===== src/rtl/dmem_responder.sv =====
// -----------------------------------------------------------------------------
// dmem_responder
//
// Data-memory responder for the MEM stage. It holds a word-organised store of
// DEPTH 16-bit words, inserts WAIT_CYCLES wait states per access, holds the
// pipeline through stall_o, and returns registered read data with a one-cycle
// rvalid_o pulse. Its output feeds the write-back mux (WB_MEM source).
//
// Handshake: a request is mem_read_i | mem_write_i. While stall_o is high the
// requester keeps addr_i/wdata_i/strobes stable. The access completes in the
// first cycle with stall_o low (the DONE cycle). In that cycle rvalid_o pulses
// for loads only. The requester may present its next request in the cycle
// after DONE.
//
// Optional feature macro: DMEM_ALIGN_CHECK_EN
//   defined   : an odd addr_i is accepted, skips the wait states, touches no
//               storage and pulses err_o in its DONE cycle.
//   undefined : err_o is constant 0 and addr_i[0] is ignored.
//
// Parameters:
//   DEPTH       number of 16-bit words (power of two, 2..65536)
//   WAIT_CYCLES wait states before completion (0..15)
//
// Ports:
//   clk_i        clock
//   rst_i        asynchronous active-high reset
//   mem_read_i   load request
//   mem_write_i  store request (wins when both strobes are high)
//   addr_i       byte address; word index is addr_i[log2(DEPTH):1]
//   wdata_i      store data
//   rdata_o      registered load data, held until the next completed load
//   rvalid_o     one-cycle pulse marking rdata_o as valid for a completed load
//   stall_o      high while a request is pending
//   err_o        misaligned-access pulse (feature build only)
//   dbg_state_o  current FSM state (0 IDLE, 1 WAIT, 2 DONE)
// -----------------------------------------------------------------------------
module dmem_responder #(
    parameter int DEPTH       = 256,
    parameter int WAIT_CYCLES = 2
) (
    input  logic        clk_i,
    input  logic        rst_i,
    input  logic        mem_read_i,
    input  logic        mem_write_i,
    input  logic [15:0] addr_i,
    input  logic [15:0] wdata_i,
    output logic [15:0] rdata_o,
    output logic        rvalid_o,
    output logic        stall_o,
    output logic        err_o,
    output logic [1:0]  dbg_state_o
);

    localparam int AW = (DEPTH > 1) ? $clog2(DEPTH) : 1;
    localparam bit NO_WAIT = (WAIT_CYCLES == 0);
    localparam logic [3:0] WAIT_LOAD = (WAIT_CYCLES > 0) ? 4'(WAIT_CYCLES - 1) : 4'd0;

    typedef enum logic [1:0] {
        ST_IDLE = 2'd0,
        ST_WAIT = 2'd1,
        ST_DONE = 2'd2
    } state_t;

    state_t          state;
    logic [3:0]      cnt;
    logic [AW-1:0]   cap_idx;
    logic [15:0]     cap_wdata;
    logic            cap_write;
    logic            cap_read;
    logic            cap_misalign;

    logic [15:0]     mem [DEPTH];

    // Zero-extend so DEPTH=65536 can still slice [AW:1] without leaving the bus.
    logic [16:0]     addr_ext;
    logic [AW-1:0]   in_idx;
    logic            in_misalign;
    logic            req;

    logic [AW-1:0]   cur_idx;
    logic [15:0]     cur_wdata;
    logic            cur_write;
    logic            cur_read;
    logic            cur_misalign;
    logic            to_done;
    logic            mem_we;
    logic            mem_re;
    logic            unused_addr;

    assign addr_ext    = {1'b0, addr_i};
    assign in_idx      = addr_ext[AW:1];
    assign req         = mem_read_i | mem_write_i;
    assign unused_addr = ^addr_ext;

`ifdef DMEM_ALIGN_CHECK_EN
    assign in_misalign = addr_i[0];
`else
    assign in_misalign = 1'b0;
`endif

    // The access that completes this cycle: the live inputs when completing
    // straight out of IDLE, otherwise the values captured at accept time.
    always_comb begin
        cur_idx      = cap_idx;
        cur_wdata    = cap_wdata;
        cur_write    = cap_write;
        cur_read     = cap_read;
        cur_misalign = cap_misalign;
        if (state == ST_IDLE) begin
            cur_idx      = in_idx;
            cur_wdata    = wdata_i;
            cur_write    = mem_write_i;
            cur_read     = mem_read_i & ~mem_write_i;
            cur_misalign = in_misalign;
        end
    end

    // Gating with rst_i drops any commit while reset is held.
    assign to_done = ~rst_i &
                     (((state == ST_IDLE) & req & (NO_WAIT | in_misalign)) |
                      ((state == ST_WAIT) & (cnt == 4'd0)));
    assign mem_we  = to_done & cur_write & ~cur_misalign;
    assign mem_re  = to_done & cur_read  & ~cur_misalign;

    // The reset gate keeps stall_o at 0 during reset even if a strobe is held.
    assign stall_o     = ~rst_i & (((state == ST_IDLE) & req) | (state == ST_WAIT));
    assign dbg_state_o = state;

    // Storage is deliberately not reset.
    always_ff @(posedge clk_i) begin
        if (mem_we) begin
            mem[cur_idx] <= cur_wdata;
        end
    end

    always_ff @(posedge clk_i or posedge rst_i) begin
        if (rst_i) begin
            state        <= ST_IDLE;
            cnt          <= 4'd0;
            rdata_o      <= 16'h0000;
            rvalid_o     <= 1'b0;
            err_o        <= 1'b0;
            cap_idx      <= '0;
            cap_wdata    <= 16'h0000;
            cap_write    <= 1'b0;
            cap_read     <= 1'b0;
            cap_misalign <= 1'b0;
        end else begin
            rvalid_o <= mem_re;
            err_o    <= to_done & cur_misalign;
            if (mem_re) begin
                rdata_o <= mem[cur_idx];
            end
            case (state)
                ST_IDLE: begin
                    if (req) begin
                        cap_idx      <= in_idx;
                        cap_wdata    <= wdata_i;
                        cap_write    <= mem_write_i;
                        cap_read     <= mem_read_i & ~mem_write_i;
                        cap_misalign <= in_misalign;
                        if (to_done) begin
                            state <= ST_DONE;
                        end else begin
                            state <= ST_WAIT;
                            cnt   <= WAIT_LOAD;
                        end
                    end
                end
                ST_WAIT: begin
                    if (cnt == 4'd0) begin
                        state <= ST_DONE;
                    end else begin
                        cnt <= cnt - 4'd1;
                    end
                end
                ST_DONE: begin
                    state <= ST_IDLE;
                end
                default: begin
                    state <= ST_IDLE;
                end
            endcase
        end
    end

endmodule


===== config.mk =====
export PLATFORM = sky130hd
export DESIGN_NAME = dmem_responder
export DESIGN_NICKNAME = d
export VERILOG_FILES = /design/src/rtl/dmem_responder.sv
export SDC_FILE = /design/constraint.sdc
export NUM_CORES = 2
export LEC_CHECK = 0
export ABC_AREA = 0
export BUFFER_PORTS_ARGS = -buffer_cell sky130_fd_sc_hd__buf_2
export CORE_MARGIN = 8
export CORE_UTILIZATION = 60
export DETAILED_ROUTE_END_ITERATION = 12
export PLACE_DENSITY = 0.76
export SLEW_MARGIN = 20
export SYNTH_ARGS = -nofsm -noshare
export SYNTH_HDL_FRONTEND = slang
export SYNTH_SLANG_ARGS = --single-unit

===== constraint.sdc =====
create_clock -name clk_i -period 9.8 [get_ports clk_i]
set_clock_uncertainty 0.05 [all_clocks]
set_input_delay 0 -clock clk_i [delete_from_list [all_inputs] [get_ports clk_i]]
set_output_delay 0 -clock clk_i [all_outputs]
set_load 0.005 [all_outputs]

Word-level counts from Yosys, hierarchy flattened
Memory sizes are Yosys's and may differ from the RTL's. A register that Yosys moved wholly into a read port is not among the register bits.
Index checks and enable logic that the tools add are counted.
Storage, ports and cells
  bits in writable memories: 4096
  flip-flop bits (word level): 33
  logic and storage cells: 45
  output and inout port bits: 21
  input port bits: 36
  memories: 1
Memories
  mem: words 256, bits a word 16, rd ports 1, clocked after memory_dff 1, wr ports 1, line 72  | logic [15:0] mem [DEPTH];
Operators by class
  muxes and demuxes: 14
  reduce and logical (&&, ||, !) cells: 6
  bitwise operators: 11
  add/sub/neg operators: 1
  equality and inequality tests: 5
Operators by type and width (count)
  16-bit 2-to-1 mux: 1
  4-bit 2-to-1 mux: 3
  8-bit 2-to-1 mux: 1
  4-bit case mux with 2 select lines: 1
  1-bit bitwise AND: 7
  2-bit 2-to-1 mux: 3
  2-bit != test (second input constant): 3
  4-bit logical NOT: 1
  1-bit 2-to-1 mux: 4
  2-bit case mux with 2 select lines: 1
  2-bit AND reduction: 2
  4-bit AND reduction: 1
  4-bit by 1-bit subtractor with 4-bit output (second input constant): 1
  2-bit by 1-bit equality test with 1-bit output (second input constant): 1
  2-bit logical NOT: 1
  2-bit by 1-bit != test with 1-bit output (second input constant): 1
  1-bit inverter: 2
  1-bit bitwise OR: 2
  2-bit nonzero test: 1

Logic depth before layout (Yosys ltp)
  depth after elaboration: 6
  gate-level depth with buffers: 13
  gate-level depth less buffers: 9

Least setup slack after synthesis
No wires, ideal clock.
  kind: register -> register
  start point: reg state[1], in the netlist dbg_state_o[1]
  end point: mem mem[0][0] (data pin)
  clock period less this slack: 5.507 ns
  path buffers: 3
  arrival: 4.635 ns
  stages on the path, launching flop included: 7
  required time: 8.927 ns
  slack: 4.293 ns
  setup time: 0.823 ns
  cell sequence: dfrtp_1 > nor2_4 > clkbuf_1 > clkbuf_1 > buf_1 > nand2_1 > nand2_1
On the way
  word-level cells in the longest chain between the ends: 2
RTL lines
  start, declared: line 64  | state_t state;
  start signal, assigned: line 138  | state <= ST_IDLE;
  start signal, assigned: line 163  | state <= ST_DONE;
  start signal, assigned: line 165  | state <= ST_WAIT;
  2-bit logical NOT: line 109  | if (state == ST_IDLE) begin
  16-bit 2-to-1 mux: line 109
  net cur_wdata[0]: line 81  | logic [15:0] cur_wdata;
  end, declared: line 72
The timed path passes the listed nets, and every way through them passes these cells.

Worst setup path in the final report
  start point: reg state[1], in the netlist dbg_state_o[1]
  end point: reg rdata_o[10] (read register of mem)
On the way
  word-level cells in the longest chain between the ends: 4
  elaborated cells on any way between the ends: 7
  classes of those cells: eq/ne (1); mux (2); bitwise (3); reduce/logical (1)
RTL lines
  2-bit by 1-bit equality test with 1-bit output: line 121  | ((state == ST_WAIT) & (cnt == 4'd0)));
  1-bit bitwise AND: line 121
  1-bit bitwise AND: line 119  | assign to_done = ~rst_i &
  1-bit bitwise AND: line 123  | assign mem_re = to_done & cur_read & ~cur_misalign;
  end, declared: line 47  | output logic [15:0] rdata_o,
Parallel ways exist; a longest one is shown, timed or not.
A chain may end at the register's enable or synchronous reset.

==> flow_summary_export.csv <==
group,metric,value,unit
synth,synth_largest_area_cell,"edfxtp_1",
synth,post_synth_num_cell_types,44,
sta,worst_pin_slew,1.33,ns
synth,synth_cells,8692,
route,initialDrtViolationCount,14799,
grt,grt_max_degree,178,
layout,drive_gt1_share,12.0,%
route,routed_wl,414000,um
power,clkPwrFrac,27.5,%
power,switching_power,0.0195,W
floorplan,io_pins,57,
run_status,outcome,"complete, no violations",
synth,synth_top_cell_area_share,80.4,%
placed_design,place_ws,3.98,ns
clock_tree,cts_buffers,405,
layout,nNetsFinal,9050,
route,drc,0,
sta,slew-limit-headroom,10.3,%
clock_tree,htree_num_levels,5,
synth,synth_most_common_cell,"edfxtp_1",
grt,antenna_found_initial,21,
worst_setup_path,required,10.65,ns
clock_tree,clock-root-buffer,"clkbuf_16",
power,pwr-share-comb,30.4,%
sta,slew_viol_final,0,
floorplan,dieArea,271000,um2
floorplan,fp-row-count,185,
synth,netlist_area,153000,um2
layout,synthToLayoutAreaGrowth,12.7,%
hold_path,hold_path.startpoint,"mem_read_i",
floorplan,die_w,521,um
sta,finalCriticalPeriod,6.17,ns
hold_path,hold_path_class,"input pin to flop",
route,wl_per_cell,32.6,um
power,swShare,35.2,%
worst_setup_path,rrSetupSlack,3.63,ns
sta,fmax,162,MHz
grt,grt_pass1_vias,88086,
power,ir_drop,0.311,mV
worst_setup_path,critPathLaunchType,"flop",
synth,synth_ff_type,"edfxtp_1",
route,viasPerCell,7.14,
placed_design,place.port_buffers,47,
synth,yosys_warnings,0,
synth,synth_edf_count,4096,
grt,grt_usage,29.7,%
clock_tree,cts_buffer_depth,4,
worst_setup_path,r2r_start,"dbg_state_o[1]$_DFFE_PP0P_",
sta,finalSetupViolations,0,
clock_tree,ctsResizeCount,0,
sta,fin_crit_sh,62.9,%
synth,yosys-top-cells-area,"edfxtp_1 80%, a22oi_1 9.0%, a21oi_1 3.1%",
floorplan,start_util,60.2,%
synth,synthArstFlopShare,1.18,%
power,power_density,322,nW/um2
sta,hold_ws,0.204,ns
grt,grt_pass1_wl,596000,um
floorplan,coreArea,254000,um2
hold_path,hold_path_end,"dbg_state_o[0]$_DFFE_PP0P_",
flow_run,cap_violations,0,
route,drt-pass1-iter-count,8,
hold_path,min_path_cells,5,
synth,yosysSeqAreaShare,81.2,%
sta,timing.final.ws_setup,3.63,ns
synth,synth_commonest_cells,"4096 x edfxtp_1, 1832 x a22oi_1, 934 x a21oi_1",
route,detail-route-antenna-nets,0,
clock_tree,cts.sink_count,4145,
sta,rsz0062_at_grt,"false",
synth,synth_nets,8729,
worst_setup_path,r2r_end,"rdata_o[10]$_DFFE_PP0P_",
synth,synth_seq_cells,4145,
power,intPower,0.0360,W
worst_setup_path,worstSetupPathType,"flop to flop",
clock_tree,clkLatencyLatePin,1.00,ns
worst_setup_path,reg2reg_depth,11,
clock_tree,clkTransAtPathRegs,0.07,ns
worst_setup_path,crit_fanout,82,
clock_tree,cts_tree,"yes",
sta,hold_viol_final,0,
floorplan,die_h,521,um
sta,setup_tns,0,ns
placed_design,gp_congestion,0.841,
worst_setup_path,arrival,7.01,ns
synth,avgSynthCellArea,17.6,um2
grt,grt_overflow,0,
power,leakage,52.9,nW
worst_setup_path,worstSetupEndpointType,"flop",
power,seqPwrFrac,42.1,%
route,via_count,90869,
placed_design,dpl.hpwl,225000,um
-- final cells by class --
type | instances | area, um2
Tap cell | 3366 | 4210
Antenna cell | 24 | 60.1
Sequential cell | 4145 | 124000
Multi-Input combinational cell | 3880 | 26000
Timing Repair Buffer | 574 | 4910
Clock buffer | 502 | 10700
Fill cell | 15210 | 81500
Inverter | 7 | 27.5
Clock inverter | 227 | 2240
-- kinds of logic after synthesis --
kind of cell             Yosys count  synth area share, %
buffers and inverters            667                 2.04
XOR/XNOR                           2               0.0115
AND/OR/NAND/NOR                  494                 1.33
other                              1              0.00245
adder cells (fa/ha/maj)            1              0.00818
flip-flops                      4145                 81.2
AO/OA/AOI/OAI                   3382                 15.4
-- layout by cell type, fill, tap and decap left out, types with 8 or more instances in the layout --
| cell | count |
|---|---|
| o22ai_1 | 54 |
| buf_2 | 48 |
| clkinvlp_4 | 17 |
| nand2_4 | 18 |
| a221oi_1 | 108 |
| nand2_1 | 116 |
| bufinv_16 | 41 |
| a41oi_1 | 58 |
| nand2b_1 | 9 |
| clkinv_2 | 68 |
| nand2_2 | 9 |
| inv_6 | 8 |
| dfrtp_1 | 49 |
| o41ai_1 | 207 |
| a22o_1 | 109 |
| nor2_1 | 267 |
| diode_2 | 24 |
| clkbuf_1 | 81 |
| dlygate4sd3_1 | 97 |
| o41ai_2 | 15 |
| a21oi_1 | 934 |
| clkinv_1 | 85 |
| buf_4 | 390 |
| nor2_2 | 13 |
| o21ai_0 | 37 |
| clkbuf_8 | 12 |
| nor4_1 | 20 |
| edfxtp_1 | 4096 |
| or3_2 | 8 |
| a22oi_1 | 1832 |
| clkbuf_16 | 409 |
| buf_12 | 36 |
-- sequential cells by signal, indices dropped and copies added, names as in the netlist --
register	cells
cap_wdata	16
mem	4096
cap_write	1
dbg_state_o	2
cnt	4
cap_idx	8
cap_read	1
rdata_o	16
rvalid_o	1
-- power groups by stage --
stage / clock network, W / registers, W / logic (W)
6_report: 0.0152 / 0.0234 / 0.0169
5_1_grt: 0.0160 / 0.0234 / 0.0175
3_5_place_dp: 0 / 0.0237 / 0.0161
4_1_cts: 0.0153 / 0.0234 / 0.0163
2_1_floorplan: 0 / 0.0247 / 0.00961
3_3_place_gp: 0 / 0.0237 / 0.0155
-- worst max path at each step --
stage | startpoint | endpoint | cells past startpoint
after CTS | dbg_state_o[1]$_DFFE_PP0P_ | rdata_o[13]$_DFFE_PP0P_ | 11
after global routing | dbg_state_o[1]$_DFFE_PP0P_ | rdata_o[9]$_DFFE_PP0P_ | 11
final | dbg_state_o[1]$_DFFE_PP0P_ | rdata_o[10]$_DFFE_PP0P_ | 11
after floorplan | dbg_state_o[1]$_DFFE_PP0P_ | mem[0][0]$_DFFE_PP_ | 6
after global placement | dbg_state_o[1]$_DFFE_PP0P_ | rdata_o[13]$_DFFE_PP0P_ | 12
after detailed placement | dbg_state_o[1]$_DFFE_PP0P_ | rdata_o[13]$_DFFE_PP0P_ | 11
-- critical path, cell delays in order, from the launching register on --
cell and delay, ns:
dfrtp_1 0.49, nor2_4 0.62, buf_4 0.50, o21ai_4 0.36, buf_12 0.32, buf_4 0.41, a22oi_1 0.27, a21oi_1 0.10
o41ai_1 1.13, a41oi_1 0.45, or4_1 0.73, o32a_1 0.41
-- stage by stage --
step	instance area, um2	cells	utilization, %	total power (W)
floorplan	153000	8692	-	0.0343
global placement	158000	11873	62.3	0.0392
detailed placement	158000	11874	62.4	0.0398
CTS	172000	12700	67.8	0.0550
global route	172000	12703	67.9	0.0569
finish	172000	12725	67.9	0.0555
-- what timing repair did --
action	in CTS	in global routing
endpoints found under the setup margin	0	0
endpoints found under the hold margin	1042	0
hold buffers	97	0
setup buffers	0	0
-- routing by layer --
metal	GRT usage [%]	up-vias	wire length, um
met5	0	-	65
met4	13.8	10	22500
met3	8.41	1158	58300
met2	45.4	7272	190000
met1	40.1	45443	144000
li1	-	36986	-
Power figures use the tool's default switching activity.
